<file path="config.mk">
export PLATFORM = sky130hd
export DESIGN_NAME = block_ingress_unpacker
export DESIGN_NICKNAME = d
export VERILOG_FILES = /design/src/rtl/ife_pkg.sv /design/src/rtl/block_fifo.sv /design/src/rtl/block_ingress_unpacker.sv
export SDC_FILE = /design/constraint.sdc
export NUM_CORES = 1
export LEC_CHECK = 0
export BUFFER_PORTS_ARGS = -buffer_cell sky130_fd_sc_hd__buf_2
export CORE_ASPECT_RATIO = 2
export CORE_UTILIZATION = 58
export DETAILED_ROUTE_END_ITERATION = 8
export HOLD_SLACK_MARGIN = 0.05
export PLACE_DENSITY = 0.81
export SLEW_MARGIN = 5
export SYNTH_ARGS = -nofsm -noshare
export SYNTH_HDL_FRONTEND = slang
export SYNTH_SLANG_ARGS = --single-unit
</file>
<file path="constraint.sdc">
create_clock -name clk -period 20.1 [get_ports clk]
set_input_delay 3.015 -clock clk [delete_from_list [all_inputs] [get_ports clk]]
set_output_delay 3.015 -clock clk [all_outputs]
set_load 0.05 [all_outputs]
</file>
<file path="src/rtl/ife_pkg.sv">
// Shared types and constants for the instruction-block front end.
// Blocks carry four 32-bit instructions, slot 0 in the most significant word.
package ife_pkg;
    localparam int INSTR_W         = 32;
    localparam int SLOTS_PER_BLOCK = 4;
    localparam int BLOCK_W         = 128;
    localparam int ID_MAX_W        = 16;

    // ID field is sized for the widest tag in use; narrower IDs are zero-extended.
    typedef struct packed {
        logic [BLOCK_W-1:0]  data;
        logic [ID_MAX_W-1:0] id;
    } block_t;

    typedef enum logic {EMPTY = 1'b0, ISSUE = 1'b1} out_state_e;

    function automatic logic [INSTR_W-1:0] slot_word(input logic [BLOCK_W-1:0] data,
                                                     input logic [1:0]         slot);
        return data[(SLOTS_PER_BLOCK-1-int'(slot))*INSTR_W +: INSTR_W];
    endfunction
endpackage

</file>
<file path="src/rtl/block_fifo.sv">
// Generic circular-buffer FIFO with synchronous flush; read data is the
// current head, valid whenever empty is low.
module block_fifo #(
    parameter  int DEPTH = 2,
    parameter  int WIDTH = 8,
    localparam int AW    = $clog2(DEPTH),
    localparam int CW    = AW + 1
) (
    input  logic             clk,
    input  logic             rst,
    input  logic             flush,
    input  logic             push,
    input  logic             pop,
    input  logic [WIDTH-1:0] wdata,
    output logic [WIDTH-1:0] rdata,
    output logic             full,
    output logic             empty,
    output logic [CW-1:0]    count
);
    logic [WIDTH-1:0] mem [DEPTH];
    logic [AW-1:0]    wr_ptr;
    logic [AW-1:0]    rd_ptr;

    always_ff @(posedge clk or negedge rst) begin
        if (!rst) begin
            wr_ptr <= '0;
            rd_ptr <= '0;
            count  <= '0;
        end else if (flush) begin
            wr_ptr <= '0;
            rd_ptr <= '0;
            count  <= '0;
        end else begin
            if (push) wr_ptr <= wr_ptr + 1'b1;
            if (pop)  rd_ptr <= rd_ptr + 1'b1;
            case ({push, pop})
                2'b10:   count <= count + 1'b1;
                2'b01:   count <= count - 1'b1;
                default: count <= count;
            endcase
        end
    end

    always_ff @(posedge clk) begin
        if (push && !flush) mem[wr_ptr] <= wdata;
    end

    assign rdata = mem[rd_ptr];
    assign full  = (count == CW'(DEPTH));
    assign empty = (count == '0);
endmodule

</file>
<file path="src/rtl/block_ingress_unpacker.sv">
// Buffers incoming instruction blocks and issues them one instruction per
// cycle in program order over a valid/ready handshake.
module block_ingress_unpacker
    import ife_pkg::*;
#(
    parameter  int DEPTH = 2,
    parameter  int ID_W  = 7,
    localparam int CW    = $clog2(DEPTH) + 1
) (
    input  logic               clk,
    input  logic               rst,
    input  logic [BLOCK_W-1:0] block_data_in,
    input  logic [ID_W-1:0]    block_id_in,
    input  logic               block_valid_in,
    output logic               block_ready_out,
    input  logic               flush_in,
    output logic               instr_valid,
    input  logic               instr_ready,
    output logic [INSTR_W-1:0] instr_data,
    output logic [ID_W-1:0]    instr_id,
    output logic [1:0]         instr_slot,
    output logic               instr_last,
    output logic [CW-1:0]      fifo_count
);
    block_t     fifo_in, fifo_out, blk_q;
    logic       full, empty, push, pop, hs;
    out_state_e state_q, state_d;
    logic [1:0] slot_q, slot_d;

    // Ready never looks at valid, so the source may wait on it freely.
    assign block_ready_out = !full && !flush_in;
    assign push            = block_valid_in && block_ready_out;
    assign fifo_in         = '{data: block_data_in, id: ID_MAX_W'(block_id_in)};

    block_fifo #(.DEPTH(DEPTH), .WIDTH($bits(block_t))) u_fifo (
        .clk   (clk),
        .rst   (rst),
        .flush (flush_in),
        .push  (push),
        .pop   (pop),
        .wdata (fifo_in),
        .rdata (fifo_out),
        .full  (full),
        .empty (empty),
        .count (fifo_count)
    );

    assign instr_valid = (state_q == ISSUE);
    assign hs          = instr_valid && instr_ready;

    always_comb begin
        state_d = state_q;
        slot_d  = slot_q;
        pop     = 1'b0;
        if (flush_in) begin
            state_d = EMPTY;
            slot_d  = '0;
        end else begin
            case (state_q)
                EMPTY: if (!empty) begin
                    pop     = 1'b1;
                    state_d = ISSUE;
                    slot_d  = '0;
                end
                ISSUE: if (hs) begin
                    if (slot_q != 2'd3) begin
                        slot_d = slot_q + 2'd1;
                    end else if (!empty) begin
                        // Reload straight from the head so blocks issue back to back.
                        pop    = 1'b1;
                        slot_d = '0;
                    end else begin
                        state_d = EMPTY;
                        slot_d  = '0;
                    end
                end
                default: state_d = EMPTY;
            endcase
        end
    end

    always_ff @(posedge clk or negedge rst) begin
        if (!rst) begin
            state_q <= EMPTY;
            slot_q  <= '0;
            blk_q   <= '0;
        end else begin
            state_q <= state_d;
            slot_q  <= slot_d;
            if (pop) blk_q <= fifo_out;
        end
    end

    assign instr_data = slot_word(blk_q.data, slot_q);
    assign instr_id   = blk_q.id[ID_W-1:0];
    assign instr_slot = slot_q;
    assign instr_last = (slot_q == 2'd3);
endmodule
</file>
# After elaboration in Yosys (flattened, before gate mapping)
# Memory sizes are Yosys's and may differ from the RTL's. A register that Yosys moved wholly into a read port is not among the register bits.
# Index checks and enable logic that the tools add are counted.
[classes]
addsub = 6
eq_ne = 7
n_shift = 1
muxes = 22
bitwise = 1
reduce_logical = 12
[op_table]
columns = ["cell", "count"]
rows = [
  ["$shiftx A128 B8 Y32", 1],
  ["$mux W1", 13],
  ["$mux W2", 5],
  ["$pmux W2 S2", 2],
  ["$eq A2 B2 Y1 const B", 3],
  ["$ne A3 B3 Y1 const B", 2],
  ["$add A2 B1 Y2 const B", 2],
  ["$logic_and A1 B1 Y1", 4],
  ["$pmux W1 S2", 2],
  ["$reduce_bool A2 Y1", 2],
  ["$logic_not A1 Y1", 3],
  ["$reduce_bool A3 Y1", 1],
  ["$sub A2 B2 Y3 const A", 1],
  ["$add A1 B1 Y1 const B", 2],
  ["$eq A2 B1 Y1 const B", 1],
  ["$logic_not A2 Y1", 1],
  ["$ne A2 B2 Y1 const B", 1],
  ["$reduce_and A2 Y1", 1],
  ["$sub A2 B1 Y2 const B", 1],
  ["$not A1 Y1", 1],
]
[word_totals]
register_bits = 7
ram_bits = 270
inputBits = 140
out_inout_bits = 46
word_cells = 55
mem_count = 1
[mem_list]
columns = ["name", "depth", "width", "read_ports", "rd_ports_with_merged_regs", "write_ports", "line", "rtl"]
rows = [
  ["u_fifo.mem", 2, 135, 1, 1, 1, "block_fifo.sv:20", "logic [WIDTH-1:0] mem [DEPTH];"],
]

# Longest topological paths before layout
[logic_depth]
ltp_word = 9
ltp_mapped = 6
mapped_depth_nobuf = 4

# By module
# From an unflattened synthesis, not the netlist that was laid out.
[hier_totals]
cells_unflattened = 819
area_unflattened_um2 = 16816.1
[modules_own_cells]
columns = ["module", "instances", "cells_per_inst", "area_each_um2", "seq_area_each_um2"]
rows = [
  ["block_fifo", 1, 469, 10790.3, 8748.4],
  ["block_ingress_unpacker", 1, 350, 6025.8, 3453.3],
]

# Worst setup path after synthesis
# Ideal clock, no wire load.
[synth_timing]
kind = "input to register"
from = "input flush_in"
to = "memory u_fifo.mem[0][0] in the netlist's numbering, enable pin"
setup_time_ns = 0.960
arrival_ns = 16.028
required_time_ns = 19.140
setup_slack_ns = 3.112
path_stages = 2
n_path_buf = 1
cell_sequence = "clkbuf_1 > nor4_1"
[synth_between]
elab_chain_cells = 6
[synth_rtl]
columns = ["element", "line", "rtl"]
rows = [
  ["from (decl)", "block_ingress_unpacker.sv:16", "input logic flush_in,"],
  ["$logic_not A1 Y1 *", "block_fifo.sv:45, block_ingress_unpacker.sv:31", ""],
  ["$logic_and A1 B1 Y1", "block_ingress_unpacker.sv:31", "assign block_ready_out = !full && !flush_in;"],
  ["$logic_and A1 B1 Y1", "block_ingress_unpacker.sv:32", "assign push = block_valid_in && block_ready_out;"],
  ["$logic_and A1 B1 Y1 *", "block_fifo.sv:45", "if (push && !flush) mem[wr_ptr] <= wdata;"],
  ["$mux W1 *", "block_fifo.sv:45", ""],
  ["$mux W1 (implied by the code) *", "block_fifo.sv:45", ""],
  ["to (decl)", "block_fifo.sv:20", ""],
]
# Every way passes the cells marked *; elsewhere a longest branch is shown, timed or not.

# Worst setup path in the final report
[layout_timing]
from = "input flush_in"
to = "output block_ready_out"
[layout_between]
elab_chain_cells = 2
[layout_rtl]
columns = ["element", "line", "rtl"]
rows = [
  ["$logic_not A1 Y1", "block_ingress_unpacker.sv:31", ""],
  ["$logic_and A1 B1 Y1", "block_ingress_unpacker.sv:31", ""],
  ["to (decl)", "block_ingress_unpacker.sv:15", "output logic block_ready_out,"],
]
# Every way passes these cells.

==> impl_metrics.ini <==
[detailed_routing]
firstDrtPassIters = 6
drt_iter0_markers = 418
wire_per_inst_um = 21.2
post-route-drc-count = 0
routed_via_density = 5.66
ant_nets = 0
wl_um = 28700
vias = 7678

[setup_path]
critical-path-top-delay-family = buffers and inverters
cp_num_buf_inv = 2
crit_path_start_kind = input pin
reg2regPathDepth = 6
crit_fanout = 10
crit_top_cell = buf_2
crit_arrival_ns = 3.64
cp_data_required_time_ns = 17.09
crit_type = input pin to output port
critPathMaxStageDelay_ns = 0.28
crit_slowest_cell = buf_2
worstSetupEndpointType = output port
cp_cell_sequence = buf_2, nor2_1, buf_2
path_depth = 3

[sta]
clock_skew_ns = 0.0183
fin_crit_sh = 0.331
maxSlewHeadroom = 0.239
fmax_mhz = 150
drv_slew = 0
timing.final.ws_setup_ns = 13.45
hold_ws_ns = 0.480
finalSetupTns_ns = 0
final-setup-viol-count = 0
tightest_slew_ns = 1.14
hold_viol = 0
rsz0062_at_grt = no
min_period_ns = 6.65

[clock_network]
cts_resized = 0
numClockSinks = 412
cts_made_buffers = 35
postCtsSetupBuffers = 0
cts_buffer_depth = 3
clk_latency_ns = 0.53
cts-hold-fix-buffers = 0
path_clk_slew_ns = 0.06
cts_root_buf = clkbuf_16
h-tree-depth = 2
cts_tree = yes

[run_status]
outcome = complete, no violations

[final_layout]
layout_commonest_cell = edfxtp_1
drive_gt1_frac = 0.505
mostFrequentLayoutCells = edfxtp_1 (270), mux2_2 (221), buf_2 (184)
fillers = 1804
multi_input_area_um2 = 3980
syn_to_final_growth_pct = 15.3
regArea_um2 = 11700
nets = 1121
final_area_um2 = 18300

[yosys]
yosys_warnings = 0
synth_edf_count = 270
netlist_area_um2 = 15900
yosys_most_used_dff = edfxtp_1
synth_cells = 794
yosysSeqAreaShare = 0.735
avgSynthCellArea_um2 = 20.0
ys_seq_elements = 412
syn_nets = 935
synthDistinctLibCells = 27
synthArstFlopShare = 0.345

[floorplanning]
core_um2 = 26900
die_h_um = 236
fp.dieW_um = 119
io_pins = 186
row_count = 85
start_util = 0.590
die_area_um2 = 28100

[global_route]
antenna_found_initial = 4
grt_max_degree = 76
grt_overflow_total = 0
grt_pass1_wl_um = 45600
track_usage = 0.214
first_global_vias = 8327

[place]
pre_cts_slack_ns = 13.44
gp_congestion = 0.739
placed_cell_area_um2 = 17100
place_hpwl_um = 16900
port_buffers = 185

[power]
peakVddDrop_mv = 0.110
leakage_nw = 6.80
p_per_area_nw_per_um2 = 118

[worst_hold_path]
hold_depth = 1
hold_class = flip-flop to flip-flop

[job]
maxCapViolCount = 0
-- power breakdown --
| part | total [W] | switching [W] | internal (W) |
|---|---|---|---|
| combinational | 0.000364 | 0.000206 | 0.000158 |
| sequential | 0.00108 | 0.0000614 | 0.00102 |
| clock | 0.000704 | 0.000286 | 0.000418 |
| total | 0.00215 | 0.000553 | 0.00160 |
-- cells in the mapped netlist, types with 3 or more instances --
master	instances	area, um^2
mux2_2	221	2490
edfxtp_1	270	8110
o21ai_0	5	25.0
mux2_1	49	552
dfrtp_1	142	3550
nor2_1	3	11.3
nand3_1	5	25.0
buf_4	12	90.1
buf_2	13	65.1
clkbuf_1	18	67.6
a21oi_1	5	25.0
mux4_2	32	721
-- worst register-to-register path, cell delays in order (launching register included) --
cell	delay [ns]
dfrtp_2	1.13
ha_1	0.42
a21boi_2	0.14
nor3_4	0.12
buf_4	0.66
buf_4	0.89
mux2_2	0.52
-- state kept, by name, indices dropped and copies added (netlist names) --
| signal | count |
|---|---|
| blk_q | 128 |
| instr_id | 7 |
| instr_slot | 2 |
| instr_valid | 1 |
| u_fifo.count | 2 |
| u_fifo.mem | 270 |
| u_fifo.rd_ptr | 1 |
| u_fifo.wr_ptr | 1 |
-- through the flow --
step,std cells,util,total power (W)
global route,1355,0.680,0.00223
detailed placement,1291,0.635,0.00147
floorplan,794,-,0.00137
global placement,1291,0.635,0.00145
CTS,1353,0.680,0.00217
finish,1356,0.680,0.00215
-- final timing paths --
| check | start | endpoint | slack, ns |
|---|---|---|---|
| min in group asynchronous | rst | instr_id[4]$_DFFE_PN0P_ | 2.47 |
| hold reg to reg | blk_q[56]$_DFFE_PN0P_ | blk_q[56]$_DFFE_PN0P_ | 0.48 |
| hold / removal | blk_q[56]$_DFFE_PN0P_ | blk_q[56]$_DFFE_PN0P_ | 0.48 |
| setup reg to reg | instr_slot[1]$_DFFE_PN0P_ | blk_q[111]$_DFFE_PN0P_ | 16.10 |
| setup / recovery | flush_in | block_ready_out | 13.45 |
| max in group asynchronous | rst | u_fifo.rd_ptr$_DFFE_PN0P_ | 16.04 |
-- per-layer routing --
layer / wire length [um] / track usage
met2: 15800 / 0.378
met3: 1160 / 0.0363
met4: 812 / 0.0871
met1: 10900 / 0.260
met5: 20 / 0
-- cell type report --
| cell class | count | share of cell area |
|---|---|---|
| Timing Repair Buffer | 194 | 0.0546 |
| Antenna cell | 3 | 0.000410 |
| Sequential cell | 412 | 0.637 |
| Inverter | 1 | 0.000205 |
| Tap cell | 348 | 0.0238 |
| Clock buffer | 46 | 0.0552 |
| Multi-Input combinational cell | 336 | 0.217 |
| Clock inverter | 16 | 0.0109 |
-- logic make-up (layout without fill, tap and decap cells) --
| kind of cell | after synthesis | in the layout | share of synthesized area |
|---|---|---|---|
| AO/OA/AOI/OAI | 14 | 14 | 0.00528 |
| adder cells (fa/ha/maj) | 1 | 1 | 0.000788 |
| buffers and inverters | 46 | 257 | 0.0152 |
| flip-flops | 412 | 412 | 0.735 |
| multiplexers | 302 | 302 | 0.237 |
| other | 0 | 3 | 0 |
| AND/OR/NAND/NOR | 19 | 19 | 0.00702 |
Power figures use the tool's default switching activity.
